### src/rtl/round_timer_ctrl.sv
// -----------------------------------------------------------------------------
// round_timer_ctrl
//   Sequences a whack-a-mole game of N rounds against an interval timer/display
//   block. For each round it holds the timer in reset for one cycle (ARM). It
//   then lets the timer run until the player hits or the timer times out (RUN).
//   Next it holds the timer in reset for an inter-round pause (GAP). After the
//   last round it emits a single all_done pulse (DONE) and returns to IDLE.
//
// Ports
//   clk           master clock, all state on the rising edge
//   rst           asynchronous, active-high reset
//   start         1-cycle game request, honoured in IDLE only
//   abort         level; cancels a running game, back to IDLE next cycle
//   cfg_interval  seconds per round, latched on an accepted start
//   cfg_dir       timer direction (1 = up), latched on an accepted start
//   num_rounds    rounds per game, latched on an accepted start
//   hit           player hit pulse, honoured in RUN only
//   timeout       terminal-count pulse from the timer, honoured in RUN only
//   interval      interval to the timer (constant for the whole game)
//   dir           direction to the timer (constant for the whole game)
//   timer_rst_n   timer reset, low holds/restarts the timer; high only in RUN
//   busy          high while a game is in ARM/RUN/GAP
//   round_idx     current round, 0-based; held after the game ends
//   hits          hits this game (saturating); held after the game ends
//   round_done    1-cycle pulse when a round ends
//   round_hit     qualifies round_done: 1 = hit, 0 = timeout
//   all_done      1-cycle pulse when a game completes
//
// All outputs come straight from flops.
// -----------------------------------------------------------------------------
module round_timer_ctrl #(
   parameter int ROUNDS_W   = 4,
   parameter int GAP_CYCLES = 2
) (
   input  logic                clk,
   input  logic                rst,
   input  logic                start,
   input  logic                abort,
   input  logic [2:0]          cfg_interval,
   input  logic                cfg_dir,
   input  logic [ROUNDS_W-1:0] num_rounds,
   input  logic                hit,
   input  logic                timeout,
   output logic [2:0]          interval,
   output logic                dir,
   output logic                timer_rst_n,
   output logic                busy,
   output logic [ROUNDS_W-1:0] round_idx,
   output logic [ROUNDS_W-1:0] hits,
   output logic                round_done,
   output logic                round_hit,
   output logic                all_done
);

   // A pause of zero cycles would merge GAP into ARM, so it is widened to one.
   localparam int GAP_EFF   = (GAP_CYCLES < 1) ? 1 : GAP_CYCLES;
   localparam int GAP_CNT_W = (GAP_EFF > 1) ? $clog2(GAP_EFF) : 1;
   localparam logic [GAP_CNT_W-1:0] GAP_LOAD = GAP_CNT_W'(GAP_EFF - 1);

   typedef enum logic [2:0] {
      S_IDLE,
      S_ARM,
      S_RUN,
      S_GAP,
      S_DONE
   } state_e;

   state_e                state_q, state_d;
   logic [2:0]            interval_q, interval_d;
   logic                  dir_q, dir_d;
   logic [ROUNDS_W-1:0]   num_rounds_q, num_rounds_d;
   logic [ROUNDS_W-1:0]   round_idx_q, round_idx_d;
   logic [ROUNDS_W-1:0]   hits_q, hits_d;
   logic [GAP_CNT_W-1:0]  gap_cnt_q, gap_cnt_d;
   logic                  timer_rst_n_q, timer_rst_n_d;
   logic                  busy_q, busy_d;
   logic                  round_done_q, round_done_d;
   logic                  round_hit_q, round_hit_d;
   logic                  all_done_q, all_done_d;

   logic                  last_round;
   logic [ROUNDS_W-1:0]   hits_inc;

   assign last_round = (round_idx_q == num_rounds_q - ROUNDS_W'(1));
   assign hits_inc   = (hits_q == '1) ? hits_q : hits_q + ROUNDS_W'(1);

   // NOTE: every signal written here gets a default first, so no path through
   // the case statement can leave one unassigned and infer a latch.
   always_comb begin
      state_d      = state_q;
      interval_d   = interval_q;
      dir_d        = dir_q;
      num_rounds_d = num_rounds_q;
      round_idx_d  = round_idx_q;
      hits_d       = hits_q;
      gap_cnt_d    = gap_cnt_q;
      round_done_d = 1'b0;
      round_hit_d  = 1'b0;
      all_done_d   = 1'b0;

      case (state_q)
         S_IDLE: begin
            if (start) begin
               if (num_rounds != '0) begin
                  interval_d   = cfg_interval;
                  dir_d        = cfg_dir;
                  num_rounds_d = num_rounds;
                  round_idx_d  = '0;
                  hits_d       = '0;
                  state_d      = S_ARM;
               end else begin
                  // Empty game: report completion without ever leaving IDLE.
                  all_done_d = 1'b1;
               end
            end
         end

         S_ARM: state_d = S_RUN;

         S_RUN: begin
            // Hit is checked first so a coincident timeout is not a second event.
            if (hit) begin
               hits_d       = hits_inc;
               round_done_d = 1'b1;
               round_hit_d  = 1'b1;
               gap_cnt_d    = GAP_LOAD;
               state_d      = S_GAP;
            end else if (timeout) begin
               round_done_d = 1'b1;
               gap_cnt_d    = GAP_LOAD;
               state_d      = S_GAP;
            end
         end

         S_GAP: begin
            if (gap_cnt_q == '0) begin
               if (last_round) begin
                  all_done_d = 1'b1;
                  state_d    = S_DONE;
               end else begin
                  round_idx_d = round_idx_q + ROUNDS_W'(1);
                  state_d     = S_ARM;
               end
            end else begin
               gap_cnt_d = gap_cnt_q - GAP_CNT_W'(1);
            end
         end

         S_DONE: state_d = S_IDLE;

         default: state_d = S_IDLE;
      endcase

      // Abort overrides whatever the state logic decided, including a hit or
      // timeout in the same cycle: no pulses, no hit counted.
      if (abort && (state_q != S_IDLE)) begin
         state_d      = S_IDLE;
         hits_d       = hits_q;
         round_idx_d  = round_idx_q;
         round_done_d = 1'b0;
         round_hit_d  = 1'b0;
         all_done_d   = 1'b0;
      end

      // Registered outputs are decoded from the next state so they line up
      // with the state they describe.
      timer_rst_n_d = (state_d == S_RUN);
      busy_d        = (state_d == S_ARM) || (state_d == S_RUN) || (state_d == S_GAP);
   end

   // NOTE: sequential state uses non-blocking assignments only, so every flop
   // samples the pre-edge value of every other flop.
   always_ff @(posedge clk or posedge rst) begin
      if (rst) begin
         state_q       <= S_IDLE;
         interval_q    <= 3'd0;
         dir_q         <= 1'b1;
         num_rounds_q  <= '0;
         round_idx_q   <= '0;
         hits_q        <= '0;
         gap_cnt_q     <= '0;
         timer_rst_n_q <= 1'b0;
         busy_q        <= 1'b0;
         round_done_q  <= 1'b0;
         round_hit_q   <= 1'b0;
         all_done_q    <= 1'b0;
      end else begin
         state_q       <= state_d;
         interval_q    <= interval_d;
         dir_q         <= dir_d;
         num_rounds_q  <= num_rounds_d;
         round_idx_q   <= round_idx_d;
         hits_q        <= hits_d;
         gap_cnt_q     <= gap_cnt_d;
         timer_rst_n_q <= timer_rst_n_d;
         busy_q        <= busy_d;
         round_done_q  <= round_done_d;
         round_hit_q   <= round_hit_d;
         all_done_q    <= all_done_d;
      end
   end

   assign interval    = interval_q;
   assign dir         = dir_q;
   assign timer_rst_n = timer_rst_n_q;
   assign busy        = busy_q;
   assign round_idx   = round_idx_q;
   assign hits        = hits_q;
   assign round_done  = round_done_q;
   assign round_hit   = round_hit_q;
   assign all_done    = all_done_q;

endmodule
### config.mk
export PLATFORM = sky130hd
export DESIGN_NAME = round_timer_ctrl
export DESIGN_NICKNAME = d
export VERILOG_FILES = /design/src/rtl/round_timer_ctrl.sv
export SDC_FILE = /design/constraint.sdc
export NUM_CORES = 1
export LEC_CHECK = 0
export ABC_AREA = 1
export BUFFER_PORTS_ARGS = -buffer_cell sky130_fd_sc_hd__buf_2
export CORE_UTILIZATION = 48
export CTS_BUF_LIST = sky130_fd_sc_hd__clkbuf_16
export CTS_CLUSTER_SIZE = 24
export DETAILED_ROUTE_END_ITERATION = 6
export HOLD_SLACK_MARGIN = 0.03
export PLACE_DENSITY = 0.71
export SLEW_MARGIN = 20
export SYNTH_ARGS = -nofsm -noshare
export SYNTH_HDL_FRONTEND = slang
export SYNTH_SLANG_ARGS = --single-unit
### constraint.sdc
create_clock -name clk -period 1.4 [get_ports clk]
set_input_delay 0.28 -clock clk [delete_from_list [all_inputs] [get_ports clk]]
set_output_delay 0.28 -clock clk [all_outputs]
set_load 0.05 [all_outputs]
==> results of run 1 <==
==> kinds of logic after synthesis <==
family | count (synthesis) | synth area share
and+or+nand+nor | 96 | 0.3549
DFF | 25 | 0.4559
xor gates and xnor gates | 3 | 0.01911
buffers and inverters | 25 | 0.07279
AOI/OAI and AO/OA | 14 | 0.07006
adders and majority gates | 3 | 0.02730
==> state kept, by name, summed over array words and instances, names as in the netlist <==
signal / count
all_done: 1
busy: 1
hits: 4
interval: 3
state_q: 3
round_done: 1
dir: 1
timer_rst_n: 1
gap_cnt_q: 1
round_hit: 1
num_rounds_q: 4
round_idx: 4
==> report_power, final <==
group | internal [uW] | switching [uW] | total [uW] | leakage [uW]
logic | 727 | 1580 | 2310 | 0.000589
clock network | 381 | 236 | 617 | 0.0000423
registers | 984 | 175 | 1160 | 0.000313
==> worst register-to-register path, stage by stage, from the launching register on <==
cell and delay [ns]:
dfrtp_1 0.36, inv_2 0.07, ha_4 0.25, xor2_1 0.13, nand2_1 0.10, nor2_4 0.15
buf_4 0.13, nand3_4 0.08, nand3b_1 0.11, nand2_1 0.06
==> worst paths after layout <==
check                                start              end  depth (start not counted)
hold reg to reg                        dir              dir                          2
hold / removal                         rst  num_rounds_q[2]                          3
min in group clk           cfg_interval[0]      interval[0]                          3
setup / recovery           num_rounds_q[0]     round_idx[1]                          9
setup reg to reg           num_rounds_q[0]     round_idx[1]                          9
max in group asynchronous              rst              dir                          3
==> layout by cell type (no fill, tap or decap) <==
master | Yosys | layout
a21oi_1 | 1 | 1
buf_2 | 1 | 30
buf_4 | 0 | 8
clkbuf_16 | 0 | 3
clkinv_4 | 1 | 1
dfrtp_1 | 24 | 18
dfrtp_2 | 0 | 6
dfstp_2 | 1 | 1
ha_1 | 3 | 1
ha_4 | 0 | 2
inv_1 | 18 | 17
inv_2 | 5 | 7
nand2_1 | 55 | 50
nand2_2 | 0 | 4
nand2_4 | 3 | 4
nand3_1 | 10 | 10
nand3_2 | 3 | 2
nand3_4 | 1 | 2
nand3b_1 | 1 | 1
nand4_1 | 4 | 4
nand4_4 | 1 | 1
nor2_1 | 11 | 10
nor2_2 | 2 | 1
nor2_4 | 0 | 2
nor2_8 | 1 | 1
nor3_1 | 2 | 2
o21ai_0 | 6 | 6
o21ai_1 | 4 | 4
o21ai_2 | 1 | 1
o21ai_4 | 2 | 2
or2_2 | 2 | 2
xnor2_1 | 1 | 1
xor2_1 | 2 | 2
==> routing by layer <==
layer	track usage	part of all wire	wire, microns
met1	0.2351	0.44	1221
met3	0.04450	0.039	107
met4	0.08571	0.014	38
met5	0	0	0
met2	0.3373	0.50	1385
==> stage by stage <==
step             util  setup WS, ns  power [uW]  TNS [ns]
2_1_floorplan       -      -0.01058        2839  -0.02599
3_3_place_gp   0.5895      -0.04170        3219  -0.05815
3_5_place_dp   0.5895       -0.1210        3275   -0.4445
4_1_cts        0.6211       -0.1133        3926   -0.4979
5_1_grt        0.6467       -0.2599        4419    -1.882
6_report       0.6467       -0.1417        4086   -0.7673
==> cell type report <==
class / instances / area [sq um] / share of cell area
Clock inverter: 1 / 3.754 / 0.002123
Sequential cell: 25 / 634.4 / 0.3588
Clock buffer: 3 / 75.07 / 0.04246
Multi-Input combinational cell: 116 / 710.7 / 0.4020
Timing Repair Buffer: 38 / 210.2 / 0.1189
Tap cell: 31 / 38.79 / 0.02194
Inverter: 24 / 95.09 / 0.05379
==> repair_timing <==
item                       in CTS  in global routing
gates resized for setup         1                 11
setup buffers                   1                  3
hold buffers                    0                  0
setup endpoints to repair       9                 18
pin swaps                       0                  8
==> results.py, run 1 <==
metrics = {
    "clocking": {
        "root_buffer": "clkbuf_16",
        "cts.sinks": 25,
        "h-tree-depth": 1,
        "path_clk_slew_ns": 0.06,
        "worst_skew_pair.late_latency_ns": 0.26,
        "cts_tree": "done",
        "numCtsBuffers": 3,
        "clockBufferDepth": 2,
    },
    "synth": {
        "synth_warnings": 0,
        "yosysTopAreaCellShare": 0.4368,
        "synth_area_leaders": "dfrtp_1 44%, nand2_1 15%, inv_1 4.9%",
        "async_reset_ff_frac": 1.000,
        "syn_area_sq_um": 1375,
        "syn_nets": 183,
        "yosysUniqueCellTypes": 27,
        "synth_most_common_cell": "nand2_1",
        "synthTopCellsByCount": "55 x nand2_1, 24 x dfrtp_1, 18 x inv_1",
        "yosysSeqAreaShare": 0.4559,
        "yosysTopAreaCell": "dfrtp_1",
        "yosys_most_used_dff": "dfrtp_1",
        "synth_edf_count": 0,
        "syn-instance-count": 166,
        "syn_area_per_cell_sq_um": 8.284,
        "synth-seq-cells": 25,
    },
    "route": {
        "avgViaCountPerCell": 4.920,
        "drc_errors": 0,
        "wl_per_cell_microns": 11.56,
        "first_pass_iters": 4,
        "vias": 1171,
        "detail_route.iter0.violations": 34,
        "routed_wl_microns": 2752,
        "ant_nets": 0,
    },
    "place": {
        "gp_congestion": 0.7967,
        "dp_cells": 230,
        "dp_hpwl_microns": 2041,
        "portBuffers": 30,
        "placed_area_sq_um": 1612,
    },
    "floorplanning": {
        "die-width_microns": 55.53,
        "die_h_microns": 55.53,
        "dieArea_sq_um": 3083,
        "ioPinCount": 31,
        "fp-row-count": 19,
        "coreArea_sq_um": 2734,
        "initial_core_util": 0.5030,
    },
    "finish": {
        "syn_to_final_growth_pct": 28.57,
        "n_fill_cell": 241,
        "fin_cells": 238,
        "layout-drive-gt1-share": 0.3865,
        "fin_nets": 225,
        "final_cell_area_sq_um": 1768,
        "diodes": 0,
    },
    "worst_setup_path": {
        "cp.required_ns": 1.55,
        "crit_fanout": 4,
        "cpMaxStageDelayCell": "dfrtp_1",
        "critical_path_class": "flip-flop to flip-flop",
        "cp_cell_sequence": "inv_2 -> ha_4 -> xor2_1 -> nand2_1 -> nor2_4 -> buf_4 -> nand3_4 -> nand3b_1 -> nand2_1",
        "endpoint_kind": "flip-flop",
        "crit_buf_inv": 2,
        "arrival_ns": 1.69,
        "r2r_setup_slack_ns": -0.14,
        "cp-start-kind": "flip-flop",
        "crit_path_frequent_cell": "nand2_1",
        "critPathTopFamily": "simple AND/OR/NAND/NOR gates",
        "cp_slowest_stage_delay_ns": 0.36,
    },
    "grt": {
        "grt_pass1_vias": 1196,
        "grt_pass1_wl_microns": 4857,
        "grt_max_degree": 26,
        "globalRoute.totalOverflow": 0,
        "grt_util_all_layers": 0.1966,
        "grt_antenna_before_repair": 0,
    },
    "timing": {
        "fin_ws_ns": -0.1417,
        "setup-violations-final": 9,
        "worst_pin_slew_ns": 0.3568,
        "fin_worst_skew_ns": 0.002876,
        "clock.fmax_mhz": 648.6,
        "fin_crit_sh": 1.101,
        "maxSlewHeadroom": 0.7596,
        "hold_slack_ns": 0.06123,
        "slew_violations": 0,
        "rsz0062_at_grt": "true",
        "hold_violations": 0,
        "fin_crit_ns": 1.542,
    },
    "min_path": {
        "hp-class": "input pin to async pin",
    },
    "flow_run": {
        "cap_violations": 0,
    },
    "outcome": {
        "status": "finished, violations left",
        "violations": "negative setup slack",
    },
    "power": {
        "power.leakage_uw": 0.0009448,
        "pwr_density_cell_nw_per_um2": 2311,
        "ir_worst_vdd_uv": 1472,
    },
}
Power figures use the tool's default switching activity.
==> run 2, diff against run 1 <==
Settings changed: CORE_UTILIZATION 48 to 50, CTS_BUF_LIST sky130_fd_sc_hd__clkbuf_16 to sky130_fd_sc_hd__clkbuf_2, PLACE_DENSITY 0.71 to 0.74.
==> run 2 against run 1 <==
Against the previous run: the flow still finishes with violations (negative setup slack); first-iteration DRC count decreased by 74%; clock power is 52% lower; global-route usage up 1.2 points; combinational power up 2%; sequential cell count did not move; count of clock-buffer cells in the layout up 1; worst setup slack got worse by 0.0013 ns; sequential share of layout area grew 0.48 points; critical path depth grew 1; total power decreased by 6.1%; design area is 1.1% lower.
==> results.py, run 2 (synthesis results as in run 1) <==
metrics = {
    "floorplanning": {
        "initial_core_util": 0.5403,
        "coreArea_sq_um": 2545,
        "ioPinCount": 31,
        "die-width_microns": 54.44,
        "dieArea_sq_um": 2964,
        "die_h_microns": 54.44,
        "fp-row-count": 18,
    },
    "outcome": {
        "violations": "negative setup slack",
        "status": "finished, violations left",
    },
    "min_path": {
        "min_to": "interval[1]",
        "holdPathStages": 3,
        "hp-class": "input pin to flip-flop",
        "min-delay-start": "cfg_interval[1]",
    },
    "timing": {
        "hold_violations": 0,
        "slew_violations": 0,
        "clock.fmax_mhz": 648.1,
        "rsz0062_at_grt": "true",
        "maxSlewHeadroom": 0.7827,
        "setup-violations-final": 9,
        "setup_tns_ns": -0.9984,
        "fin_worst_skew_ns": 0.007884,
        "fin_crit_sh": 1.102,
        "fin_crit_ns": 1.543,
        "worst_pin_slew_ns": 0.3226,
        "fin_ws_ns": -0.1429,
    },
    "worst_setup_path": {
        "r2r_setup_slack_ns": -0.14,
        "worstReg2RegStart": "num_rounds_q[1]",
        "endpoint_kind": "flip-flop",
        "rr_worst_depth": 10,
        "critical_path_class": "flip-flop to flip-flop",
        "r2r-end": "busy",
        "arrival_ns": 1.81,
        "cp.required_ns": 1.67,
        "crit_fanout": 3,
        "cp-start-kind": "flip-flop",
    },
    "clocking": {
        "worst_skew_pair.late_latency_ns": 0.35,
        "clockBufferDepth": 2,
        "h-tree-depth": 1,
        "path_clk_slew_ns": 0.24,
        "root_buffer": "clkbuf_2",
        "cts.sinks": 25,
        "cts_tree": "done",
        "numCtsBuffers": 3,
    },
    "place": {
        "dp_cells": 230,
        "dp_hpwl_microns": 2114,
        "placed_area_sq_um": 1618,
        "portBuffers": 30,
        "gp_congestion": 0.7900,
    },
    "finish": {
        "layout_common_cells": "50 x nand2_1, 22 x buf_2, 17 x dfrtp_1",
        "diodes": 0,
        "fin_nets": 228,
        "n_fill_cell": 221,
        "final_common_cell": "nand2_1",
        "layout-drive-gt1-share": 0.4048,
        "fin_cells": 240,
        "final_cell_area_sq_um": 1748,
        "syn_to_final_growth_pct": 27.12,
    },
    "grt": {
        "grt_pass1_vias": 1048,
        "grt_antenna_before_repair": 0,
        "grt_util_all_layers": 0.2086,
        "grt_max_degree": 26,
        "grt_pass1_wl_microns": 4450,
        "globalRoute.totalOverflow": 0,
    },
    "route": {
        "drc_errors": 0,
        "routed_wl_microns": 2793,
        "first_pass_iters": 5,
        "wl_per_cell_microns": 11.64,
        "vias": 1194,
        "avgViaCountPerCell": 4.975,
        "ant_nets": 0,
        "detail_route.iter0.violations": 9,
    },
    "power": {
        "clockPowerShare": 0.078,
        "combPwrFrac": 0.615,
        "seq_power_share": 0.307,
        "ir_worst_vdd_uv": 1578,
        "internal-power_uw": 1863,
        "power.leakage_uw": 0.0009153,
        "pwr_density_cell_nw_per_um2": 2195,
        "p_sw_frac": 0.5145,
        "switchingPower_uw": 1974,
    },
    "flow_run": {
        "cap_violations": 0,
    },
}
run 2: area by class of cell:
type / instances / area (sq um) / area share
Clock buffer: 4 / 20.02 / 0.01145
Inverter: 24 / 95.09 / 0.05440
Multi-Input combinational cell: 116 / 696.9 / 0.3987
Sequential cell: 25 / 635.6 / 0.3636
Tap cell: 30 / 37.54 / 0.02147
Timing Repair Buffer: 41 / 262.8 / 0.1503
run 2: repair_timing:
item / 4_1_cts / 5_1_grt
gates resized for setup: 5 / 18
pin swaps: 1 / 7
endpoints found under the setup margin: 12 / 19
hold endpoints to repair: 24 / 0
hold buffers: 1 / 0
setup buffers: 2 / 3
run 2: per-stage QoR:
step	hold WS (ns)	util	setup slack (ns)	total power [uW]
after floorplan	0.3062	-	-0.01058	2839
after global placement	0.3384	0.6357	-0.03079	3238
after detailed placement	0.3541	0.6357	-0.1069	3320
after CTS	0.1091	0.6578	-0.1190	3677
after global routing	0.09778	0.6868	-0.2578	4125
final	0.1096	0.6868	-0.1429	3836
run 2: worst max path at each step:
stage / startpoint / slack (ns) / to / depth (start not counted)
2_1_floorplan: hits[0] / -0.01 / hits[2] / 7
3_3_place_gp: num_rounds_q[0] / -0.03 / busy / 10
3_5_place_dp: num_rounds_q[1] / -0.11 / busy / 10
4_1_cts: num_rounds_q[0] / -0.12 / busy / 10
5_1_grt: num_rounds_q[0] / -0.26 / busy / 10
6_report: num_rounds_q[1] / -0.14 / busy / 10
run 2: per-layer routing:
layer  track usage  share of wire
met1        0.2773           0.46
met2        0.3516           0.50
met3       0.02500          0.032
met4       0.06410         0.0097
met5             0              0
run 2: worst max-delay path: stages, from the launching register on:
cell	delay, ns
dfrtp_1	0.42
inv_2	0.06
ha_4	0.26
xor2_1	0.16
nand2_1	0.11
nor2_4	0.15
nand2_2	0.07
nand2_2	0.06
nand2_2	0.05
nand2_2	0.07
nand2_1	0.05
run 2: power groups by stage:
| stage | clock, uW | combinational, uW | sequential (uW) |
|---|---|---|---|
| finish | 299 | 2360 | 1180 |
| global route | 323 | 2590 | 1210 |
| CTS | 303 | 2210 | 1170 |
| detailed placement | 0 | 2150 | 1170 |
| global placement | 0 | 2090 | 1150 |
| floorplan | 0 | 1190 | 1650 |
